==> config.mk <==
export PLATFORM = sky130hd
export DESIGN_NAME = seq_pattern_detector_flat
export DESIGN_NICKNAME = d
export VERILOG_FILES = /design/src/rtl/seq_det_pkg.sv /design/src/rtl/seq_pattern_detector_if.sv /design/src/rtl/seq_det_match_counter.sv /design/src/rtl/seq_pattern_detector.sv /design/src/flat_wrapper.sv
export SDC_FILE = /design/constraint.sdc
export NUM_CORES = 1
export LEC_CHECK = 0
export CAP_MARGIN = 25
export CORE_UTILIZATION = 48
export CTS_CLUSTER_SIZE = 10
export DETAILED_ROUTE_END_ITERATION = 12
export PLACE_DENSITY = 0.72
export SYNTH_ARGS = -nofsm -noshare
export SYNTH_HDL_FRONTEND = slang
export SYNTH_SLANG_ARGS = --single-unit
==> constraint.sdc <==
create_clock -name clk -period 3 [get_ports clk]
set_clock_uncertainty 0.1 [all_clocks]
set_input_delay 0.6 -clock clk [delete_from_list [all_inputs] [get_ports clk]]
set_output_delay 0.6 -clock clk [all_outputs]
set_load 0.005 [all_outputs]
==> src/rtl/seq_det_pkg.sv <==
// Shared types and helpers for the serial pattern detector family.
// Latency: none (types and combinational helper only). Backpressure: not applicable.
package seq_det_pkg;

  typedef enum logic [1:0] {
    IDLE = 2'd0,
    FILL = 2'd1,
    HUNT = 2'd2
  } seq_det_state_t;

  localparam int MASK_W = 32;

  // Mask with the low 'len' bits set. Callers truncate the result to their pattern width.
  function automatic logic [MASK_W-1:0] len_mask(input logic [MASK_W-1:0] len);
    if (len >= MASK_W)
      return '1;
    else
      return (MASK_W'(1) << len) - MASK_W'(1);
  endfunction

endpackage

==> src/rtl/seq_pattern_detector_if.sv <==
// Bit stream, configuration and status bundle of the pattern detector.
// Latency: none (wiring only). Backpressure: none; the source drives one bit per in_valid cycle.
interface seq_pattern_detector_if #(
  parameter int MAX_LEN = 8,
  parameter int LEN_W   = $clog2(MAX_LEN) + 1,
  parameter int CNT_W   = 8
);
  logic               in_valid;
  logic               x;
  logic               cfg_load;
  logic [MAX_LEN-1:0] cfg_pattern;
  logic [LEN_W-1:0]   cfg_len;
  logic               cfg_overlap;
  logic               cnt_clr;
  logic               match;
  logic [CNT_W-1:0]   match_count;
  logic               cfg_err;
  logic               armed;

  modport master (
    output in_valid, x, cfg_load, cfg_pattern, cfg_len, cfg_overlap, cnt_clr,
    input  match, match_count, cfg_err, armed
  );

  modport slave (
    input  in_valid, x, cfg_load, cfg_pattern, cfg_len, cfg_overlap, cnt_clr,
    output match, match_count, cfg_err, armed
  );
endinterface

==> src/rtl/seq_det_match_counter.sv <==
// Saturating event counter; clear has priority but a same-cycle increment still lands (result 1).
// Latency: 1 cycle. Backpressure: none.
module seq_det_match_counter #(
  parameter int CNT_W = 8
) (
  input  logic             clk,
  input  logic             reset_n,
  input  logic             clr,
  input  logic             inc,
  output logic [CNT_W-1:0] cnt
);

  always_ff @(posedge clk) begin
    if (!reset_n)
      cnt <= '0;
    else if (clr)
      cnt <= inc ? CNT_W'(1) : '0;
    else if (inc && (cnt != '1))
      cnt <= cnt + CNT_W'(1);
  end

endmodule

==> src/rtl/seq_pattern_detector.sv <==
// Runtime-programmable serial pattern detector, overlapping or non-overlapping.
// Latency: match registered 1 cycle after the last pattern bit. Backpressure: none; bits sampled on in_valid.
module seq_pattern_detector #(
  parameter int MAX_LEN = 8,
  parameter int LEN_W   = $clog2(MAX_LEN) + 1,
  parameter int CNT_W   = 8
) (
  input  logic                 clk,
  input  logic                 reset_n,
  seq_pattern_detector_if.slave bus
);
  import seq_det_pkg::*;

  seq_det_state_t     state, state_nxt;
  logic [MAX_LEN-1:0] hist, hist_nxt;
  logic [MAX_LEN-1:0] pat, pat_nxt;
  logic [LEN_W-1:0]   fill, fill_nxt;
  logic [LEN_W-1:0]   len, len_nxt;
  logic               ovl, ovl_nxt;
  logic               match_q, match_nxt;
  logic               err_q, err_nxt;

  logic [MAX_LEN-1:0] mask;
  logic [MAX_LEN:0]   cand;
  logic [LEN_W-1:0]   fill_inc;
  logic               legal;
  logic               shift;
  logic               hit;

  assign mask     = MAX_LEN'(len_mask(MASK_W'(len)));
  assign cand     = {hist, bus.x};
  assign fill_inc = (fill < len) ? fill + LEN_W'(1) : fill;
  assign legal    = (bus.cfg_len != '0) && (int'(bus.cfg_len) <= MAX_LEN);
  // A load in the same cycle always wins, so the bit is dropped even if the load is rejected.
  assign shift    = bus.in_valid && !bus.cfg_load && (state != IDLE);
  assign hit      = shift && (fill_inc == len) &&
                    ((cand & {1'b0, mask}) == {1'b0, pat & mask});

  always_comb begin
    state_nxt = state;
    hist_nxt  = hist;
    pat_nxt   = pat;
    fill_nxt  = fill;
    len_nxt   = len;
    ovl_nxt   = ovl;
    match_nxt = 1'b0;
    err_nxt   = 1'b0;

    if (bus.cfg_load) begin
      if (legal) begin
        pat_nxt   = bus.cfg_pattern;
        len_nxt   = bus.cfg_len;
        ovl_nxt   = bus.cfg_overlap;
        hist_nxt  = '0;
        fill_nxt  = '0;
        state_nxt = FILL;
      end else begin
        err_nxt = 1'b1;
      end
    end else if (shift) begin
      hist_nxt = cand[MAX_LEN-1:0];
      fill_nxt = fill_inc;
      if (hit) begin
        match_nxt = 1'b1;
        if (ovl) begin
          state_nxt = HUNT;
        end else begin
          fill_nxt  = '0;
          state_nxt = FILL;
        end
      end else if (fill_inc == len) begin
        state_nxt = HUNT;
      end
    end
  end

  always_ff @(posedge clk) begin
    if (!reset_n) begin
      state   <= IDLE;
      hist    <= '0;
      pat     <= '0;
      fill    <= '0;
      len     <= '0;
      ovl     <= 1'b0;
      match_q <= 1'b0;
      err_q   <= 1'b0;
    end else begin
      state   <= state_nxt;
      hist    <= hist_nxt;
      pat     <= pat_nxt;
      fill    <= fill_nxt;
      len     <= len_nxt;
      ovl     <= ovl_nxt;
      match_q <= match_nxt;
      err_q   <= err_nxt;
    end
  end

  seq_det_match_counter #(.CNT_W(CNT_W)) u_cnt (
    .clk     (clk),
    .reset_n (reset_n),
    .clr     (bus.cnt_clr),
    .inc     (hit),
    .cnt     (bus.match_count)
  );

  assign bus.match   = match_q;
  assign bus.cfg_err = err_q;
  assign bus.armed   = (state != IDLE);

endmodule
==> src/flat_wrapper.sv <==
// flat-port wrapper written by rule: the top's interface ports become plain ports
module seq_pattern_detector_flat import seq_det_pkg::*;
#(
  parameter int MAX_LEN = 8,
  parameter int LEN_W   = $clog2(MAX_LEN) + 1,
  parameter int CNT_W   = 8
)
  (clk, reset_n, bus_in_valid, bus_x, bus_cfg_load, bus_cfg_pattern, bus_cfg_len, bus_cfg_overlap, bus_cnt_clr, bus_match, bus_match_count, bus_cfg_err, bus_armed);
  seq_pattern_detector_if #(.MAX_LEN(MAX_LEN), .LEN_W(LEN_W), .CNT_W(CNT_W)) bus_i ();
  input  logic clk;
  input  logic reset_n;
  input wire logic [$bits(bus_i.in_valid)-1:0] bus_in_valid;
  input wire logic [$bits(bus_i.x)-1:0] bus_x;
  input wire logic [$bits(bus_i.cfg_load)-1:0] bus_cfg_load;
  input wire logic [$bits(bus_i.cfg_pattern)-1:0] bus_cfg_pattern;
  input wire logic [$bits(bus_i.cfg_len)-1:0] bus_cfg_len;
  input wire logic [$bits(bus_i.cfg_overlap)-1:0] bus_cfg_overlap;
  input wire logic [$bits(bus_i.cnt_clr)-1:0] bus_cnt_clr;
  output wire logic [$bits(bus_i.match)-1:0] bus_match;
  output wire logic [$bits(bus_i.match_count)-1:0] bus_match_count;
  output wire logic [$bits(bus_i.cfg_err)-1:0] bus_cfg_err;
  output wire logic [$bits(bus_i.armed)-1:0] bus_armed;
  assign bus_i.in_valid = bus_in_valid;
  assign bus_i.x = bus_x;
  assign bus_i.cfg_load = bus_cfg_load;
  assign bus_i.cfg_pattern = bus_cfg_pattern;
  assign bus_i.cfg_len = bus_cfg_len;
  assign bus_i.cfg_overlap = bus_cfg_overlap;
  assign bus_i.cnt_clr = bus_cnt_clr;
  assign bus_match = bus_i.match;
  assign bus_match_count = bus_i.match_count;
  assign bus_cfg_err = bus_i.cfg_err;
  assign bus_armed = bus_i.armed;
  seq_pattern_detector #(.MAX_LEN(MAX_LEN), .LEN_W(LEN_W), .CNT_W(CNT_W)) u_core (.clk(clk), .reset_n(reset_n), .bus(bus_i));
endmodule
==> reports/qor.csv, run 1 <==
stage;metric;value;unit
placement;dpl ws;-38.4;ps
power;Pwr per Cell Area;406;nW/µm²
setup_path;cell family with most CP delay;simple AND/OR/NAND/NOR gates;
setup_path;CP cell instances;inv_2 > ha_1 > o211ai_1 > nand4_1 > xor2_2 > xnor2_1 > or4_4 > o31ai_4 > buf_4 > o31ai_1 > and2_1;
synth;Syn Area/Cell;8.22;µm²
sta;Finish-stage setup viols;0;
setup_path;WP data arrival;3010;ps
drt;via count;1771;
clock_network;clock tree buffer depth;2;
power;Worst IR Drop VDD;264;µV
drt;drt via density;5.38;
drt;drt pass-1 iters;4;
clock_network;hold_buf cts;0;
die;Initial Util;0.519;
clock_network;CTS sink cnt;36;
job;maxcap violations;0;
die;Die Y-Extent;65.8;µm
synth;simple-gate portion of the synthesized area;0.271;
clock_network;H-tree depth;2;
sta;hold slack;374;ps
drt;initial drt markers;148;
synth;cell taking the most area after synthesis;dfxtp_1;
setup_path;slowest stage delay, CP;600;ps
sta;Rel. slew slack;0.687;
synth;Distinct cells, synth;46;
die;Core Area;3770;µm²
clock_network;clk slew on worst S/H paths;80;ps
outcome;status;finished clean;
drt;post-DR wirelength/cell;14.0;µm
clock_network;CTS root buf;clkbuf_8;
worst_hold_path;Hold Path Class;flip-flop to flip-flop;
setup_path;Crit-path slowest cell;or4_4;
cells_and_area;Area Growth Syn to Fin;29.4;%
die;IO Pins;30;
clock_network;TritonCTS Buffers;5;
power;leakage power;0.975;nW
synth;mapped cell area;1960;µm²
cells_and_area;share of layout cells above drive strength 1;0.171;
sta;Final Max Slew Viols;0;
setup_path;Critical Path Source Type;flip-flop;
sta;fin crit share;0.977;
global_route;initial antenna violation count;0;
placement;GPL Wtd Cong;0.820;
setup_path;Worst Path Required;3080;ps
synth;Net Count, Synth;263;
drt;DRT antenna net count;0;
synth;Synth Area in Adders;0.0384;
synth;largest family of logic cells by synthesized area;simple AND/OR/NAND/NOR gates;
cells_and_area;Final Cell Area;2530;µm²
global_route;number of global-route vias before repair;1665;
synth;Synth Instances;238;
cells_and_area;n_diodes;0;
setup_path;Worst Path Max Fanout;7;
synth;sequential fraction of the synthesis area;0.369;
placement;DP Area;2360;µm²
die;Rows;22;
global_route;total gr overflow;0;
synth;Yosys reg bits;36;
placement;DP Wirelength;3.33;mm
global_route;first-pass GRT wire length;7.65;mm
sta;Fin. Hold Viols;0;
power;Design Power;1.03;mW
sta;Final Critical Period;2930;ps
global_route;GR Util All Layers;0.233;
drt;DRC;0;
clock_network;Clock Latency Late Sink;290;ps
sta;Slew @ Worst Pin;470;ps
clock_network;CTS tree;yes;
setup_path;Worst setup EP type;flip-flop;
cells_and_area;Final nets;306;
synth;synth warn;0;
global_route;largest net degree at the start of global routing;15;
die;chip width;65.8;µm
setup_path;Buf/Inv on CP;2;
drt;final WL;4.61;mm
synth;share of the synthesized area in the top cell type;0.369;
synth;Synth Area in XOR/XNOR;0.0940;
synth;multiplexer share of the synthesized area;0.0102;
setup_path;type of the worst setup path;flip-flop to flip-flop;
sta;fmax;341;MHz
synth;Area contributors post-synth;dfxtp_1 (37%), nand2_1 (8.8%), xnor2_1 (5.8%);
die;die area;4330;µm²
synth;post-synthesis compound-gate area fraction;0.169;
placement;PortBufs;29;
sta;PnR worst setup slack;69.2;ps
layer usage:
layer / GRT usage / wire length [µm]
met1: 0.311 / 2290
met2: 0.360 / 2040
met3: 0.0569 / 240
met4: 0.0815 / 44
met5: 0 / 0
report_power, final:
part / switching (mW) / internal, mW
clock network: 0.169 / 0.158
registers: 0.0114 / 0.490
logic: 0.103 / 0.0959
total: 0.283 / 0.744
state kept, by name, indices dropped and copies added (netlist names):
register            flops
u_core.pat              8
u_core.u_cnt.cnt        8
u_core.hist             7
u_core.fill             4
u_core.len              4
u_core.state            2
u_core.bus.cfg_err      1
u_core.bus.match        1
u_core.ovl              1
cell usage after synthesis (all sizes together):
master / instances
nand2: 46
dfxtp: 36
a21oi: 19
nor2: 15
xnor2: 13
nand3: 11
a21boi: 9
clkbuf: 9
inv: 9
xor2: 8
nor3: 7
and2: 6
ha: 6
o21ai: 5
and3: 3
buf: 3
nand4: 3
nor4: 3
mux2i: 2
nand2b: 2
nor3b: 2
o31ai: 2
or2: 2
or4: 2
a211oi: 1
a221oi: 1
a22o: 1
a22oi: 1
a31o: 1
a32o: 1
a41o: 1
nor2b: 1
o211a: 1
o211ai: 1
o21a: 1
o221ai: 1
o22ai: 1
o32ai: 1
or3: 1
cells by family after synthesis:
kind of cell / Yosys count
and+or+nand+nor: 104
AOI/OAI and AO/OA: 48
DFF: 36
xor gates and xnor gates: 21
buffers and inverters: 21
adders and majority gates: 6
muxes: 2
worst paths after layout:
check                           cells after the start             end  slack, ps          start
worst min-delay path                                2   u_core.pat[2]        370  u_core.pat[2]
worst max register to register                     11  u_core.fill[3]         70  u_core.len[1]
worst max-delay path                               11  u_core.fill[3]         70  u_core.len[1]
worst min register to register                      2   u_core.pat[2]        370  u_core.pat[2]
worst register-to-register path, cell delays in order, from the launching register on:
cell	delay, ps
dfxtp_4	370
inv_2	40
ha_1	260
o211ai_1	220
nand4_1	180
xor2_2	200
xnor2_1	150
or4_4	600
o31ai_4	330
buf_4	170
o31ai_1	50
and2_1	150
cells in the final DEF (no fill, tap or decap), drive strengths merged, types with 2 or more instances in the layout:
cell type and n:
nand2 46, dfxtp 36, clkdlybuf4s50 29, buf 19, a21oi 19, nor2 15, xnor2 13, nand3 11
a21boi 9, inv 9, xor2 8, nor3 7, and2 6, clkbuf 6, ha 6, o21ai 5
nand4 3, and3 3, nor4 3, mux2i 2, or4 2, nand2b 2, nor3b 2, o31ai 2
or2 2
metrics by stage:
stage               utilization  std cells  TNS [ps]
floorplan                     -        238         0
global placement          0.625        318         0
detailed placement        0.625        318     -77.7
CTS                       0.648        326         0
global route              0.671        329      -169
finish                    0.671        329         0
area by class of cell:
type | instances | area [µm²]
clock inverter | 1 | 5.00
inverter | 9 | 33.8
sequential | 36 | 731
fill | 313 | 1240
timing repair buffer | 48 | 437
multi-input combinational | 181 | 1190
clock buffer | 6 | 72.6
tap | 48 | 60.1
timing repair:
item,in CTS,in global routing
gates resized for setup,1,18
setup endpoints to repair,7,13
pin swaps,1,12
setup buffers,1,3
No activity file was read; power rests on OpenSTA's default activity.
==> run 2: changes to the inputs <==
--- a/config.mk
+++ b/config.mk
@@ -9,7 +9,7 @@
 export CORE_UTILIZATION = 48
 export CTS_CLUSTER_SIZE = 10
 export DETAILED_ROUTE_END_ITERATION = 12
-export PLACE_DENSITY = 0.72
+export PLACE_DENSITY = 0.75
 export SYNTH_ARGS = -nofsm -noshare
 export SYNTH_HDL_FRONTEND = slang
 export SYNTH_SLANG_ARGS = --single-unit
==> run 2 against run 1 <==
  * Sequential cell count unchanged
  * Die area unchanged
  * Sequential power about the same
  * Critical endpoint is now u_core.fill[2]
  * Via count shrank 0.90%
  * Global-route usage fell by 0.41 points
  * Routed wire length shrank 4.3%
  * Hold slack lost 10 ps
  * Register-to-register slack gained 40 ps
  * First-iteration DRC count is 53% lower
  * Combinational power is 6% lower
==> reports/qor.csv, run 2 (same netlist as run 1, synthesis figures left out) <==
stage;metric;value;unit
outcome;status;finished clean;
power;leakage power;0.954;nW
sta;Fin. Hold Viols;0;
cells_and_area;most frequent cells in the layout;nand2_1 (46), dfxtp_1 (34), clkdlybuf4s50_1 (29), a21oi_1 (17), buf_4 (14);
clock_network;CTS sink cnt;36;
clock_network;hold_buf cts;0;
setup_path;Worst setup EP type;flip-flop;
cells_and_area;Largest regs;u_core.pat (8), u_core.u_cnt.cnt (8), u_core.hist (7);
sta;final setup TNS;0;ps
cells_and_area;n_diodes;0;
sta;Final Max Slew Viols;0;
drt;via count;1755;
drt;DRT antenna net count;0;
setup_path;Worst Path Max Fanout;8;
drt;drt via density;5.38;
cells_and_area;Post-Layout Cell Count;326;
global_route;first-pass GRT wire length;7.48;mm
clock_network;TritonCTS Buffers;5;
die;Die Y-Extent;65.8;µm
cells_and_area;Core Util, Final;0.661;
drt;DRC;0;
global_route;number of global-route vias before repair;1712;
cells_and_area;Final Cell Area;2490;µm²
placement;placed instance count;318;
setup_path;WP data arrival;2980;ps
power;Design Power;1.02;mW
drt;post-DR wirelength/cell;13.5;µm
setup_path;CP cell instances;inv_1 > nand3_1 > ha_2 > and2_1 > o21ai_1 > a21oi_1 > or4_1 > buf_6 > o31ai_4 > a221oi_1 > a41o_1;
die;Initial Util;0.519;
drt;drt pass-1 iters;4;
placement;DP Wirelength;3.28;mm
sta;Slew @ Worst Pin;463;ps
clock_network;CTS root buf;clkbuf_8;
placement;PortBufs;29;
die;die area;4330;µm²
sta;Final Critical Period;2890;ps
sta;hold slack;364;ps
clock_network;Clock Latency Late Sink;290;ps
cells_and_area;Final nets;303;
setup_path;slowest stage delay, CP;560;ps
sta;Finish-stage setup viols;0;
cells_and_area;Area Growth Syn to Fin;27.5;%
sta;fin crit share;0.964;
power;Worst IR Drop VDD;339;µV
die;Rows;22;
global_route;initial antenna violation count;0;
clock_network;clk slew on worst S/H paths;70;ps
clock_network;clock tree buffer depth;2;
sta;fmax;346;MHz
placement;DP Area;2360;µm²
global_route;total gr overflow;0;
drt;final WL;4.41;mm
cells_and_area;commonest non-fill, non-tap cell in the layout;nand2_1;
die;Core Area;3770;µm²
global_route;largest net degree at the start of global routing;15;
sta;PnR worst setup slack;107;ps
clock_network;CTS tree;yes;
cells_and_area;share of layout cells above drive strength 1;0.144;
die;IO Pins;30;
die;chip width;65.8;µm
clock_network;H-tree depth;2;
setup_path;Worst Path Required;3080;ps
job;maxcap violations;0;
global_route;GR Util All Layers;0.228;
sta;Rel. slew slack;0.691;
setup_path;type of the worst setup path;flip-flop to flip-flop;
placement;GPL Wtd Cong;0.897;
setup_path;Crit-path slowest cell;or4_1;
sta;RSZ-0062 raised after global routing;yes;
worst_hold_path;Hold Path Class;flip-flop to flip-flop;
power;Pwr per Cell Area;409;nW/µm²
drt;initial drt markers;69;
placement;dpl ws;30.4;ps
setup_path;Critical Path Source Type;flip-flop;
run 2: cell count changes in the layout (fill, tap and decap cells not counted), moves of 2 or more:
cell / before / now
buf_4: 18 / 14
inv_1: 7 / 9
inv_2: 2 / 0
dfxtp_1: 32 / 34
run 2: where the power goes:
group / switching [mW] / internal, mW / leakage (nW)
Clock: 0.173 / 0.157 / 0.0400
Combinational: 0.0990 / 0.0887 / 0.621
Sequential: 0.0115 / 0.491 / 0.293
Total: 0.284 / 0.736 / 0.954
run 2: per-layer routing:
layer	vias up	global-route usage	wire length [µm]
met5	-	0	0
met2	35	0.395	2180
met3	8	0.0414	145
met4	0	0.0978	80
li1	893	-	-
met1	819	0.273	2010
run 2: worst paths after layout:
path	from	slack, ps	cells past startpoint	to
setup / recovery	u_core.len[3]	110	11	u_core.fill[2]
hold / removal	u_core.hist[6]	360	2	u_core.hist[6]
setup reg to reg	u_core.len[3]	110	11	u_core.fill[2]
hold reg to reg	u_core.hist[6]	360	2	u_core.hist[6]
run 2: critical path: cells and delay by family, from the launching register on:
family | cells | cell delay, ps
flip-flops | 1 | 340
AND/OR/NAND/NOR | 3 | 840
AO/OA/AOI/OAI | 5 | 930
adder cells (fa/ha/maj) | 1 | 230
buffers and inverters | 2 | 360
run 2: cell type report:
type | count | area (µm²)
Fill cell | 331 | 1280
Clock inverter | 2 | 12.5
Clock buffer | 5 | 68.8
Tap cell | 48 | 60.1
Sequential cell | 36 | 726
Multi-Input combinational cell | 181 | 1170
Inverter | 9 | 33.8
Timing Repair Buffer | 45 | 418
run 2: timing repair:
action,CTS,global route
gates resized for setup,0,13
endpoints found under the setup margin,0,14
setup buffers,0,1
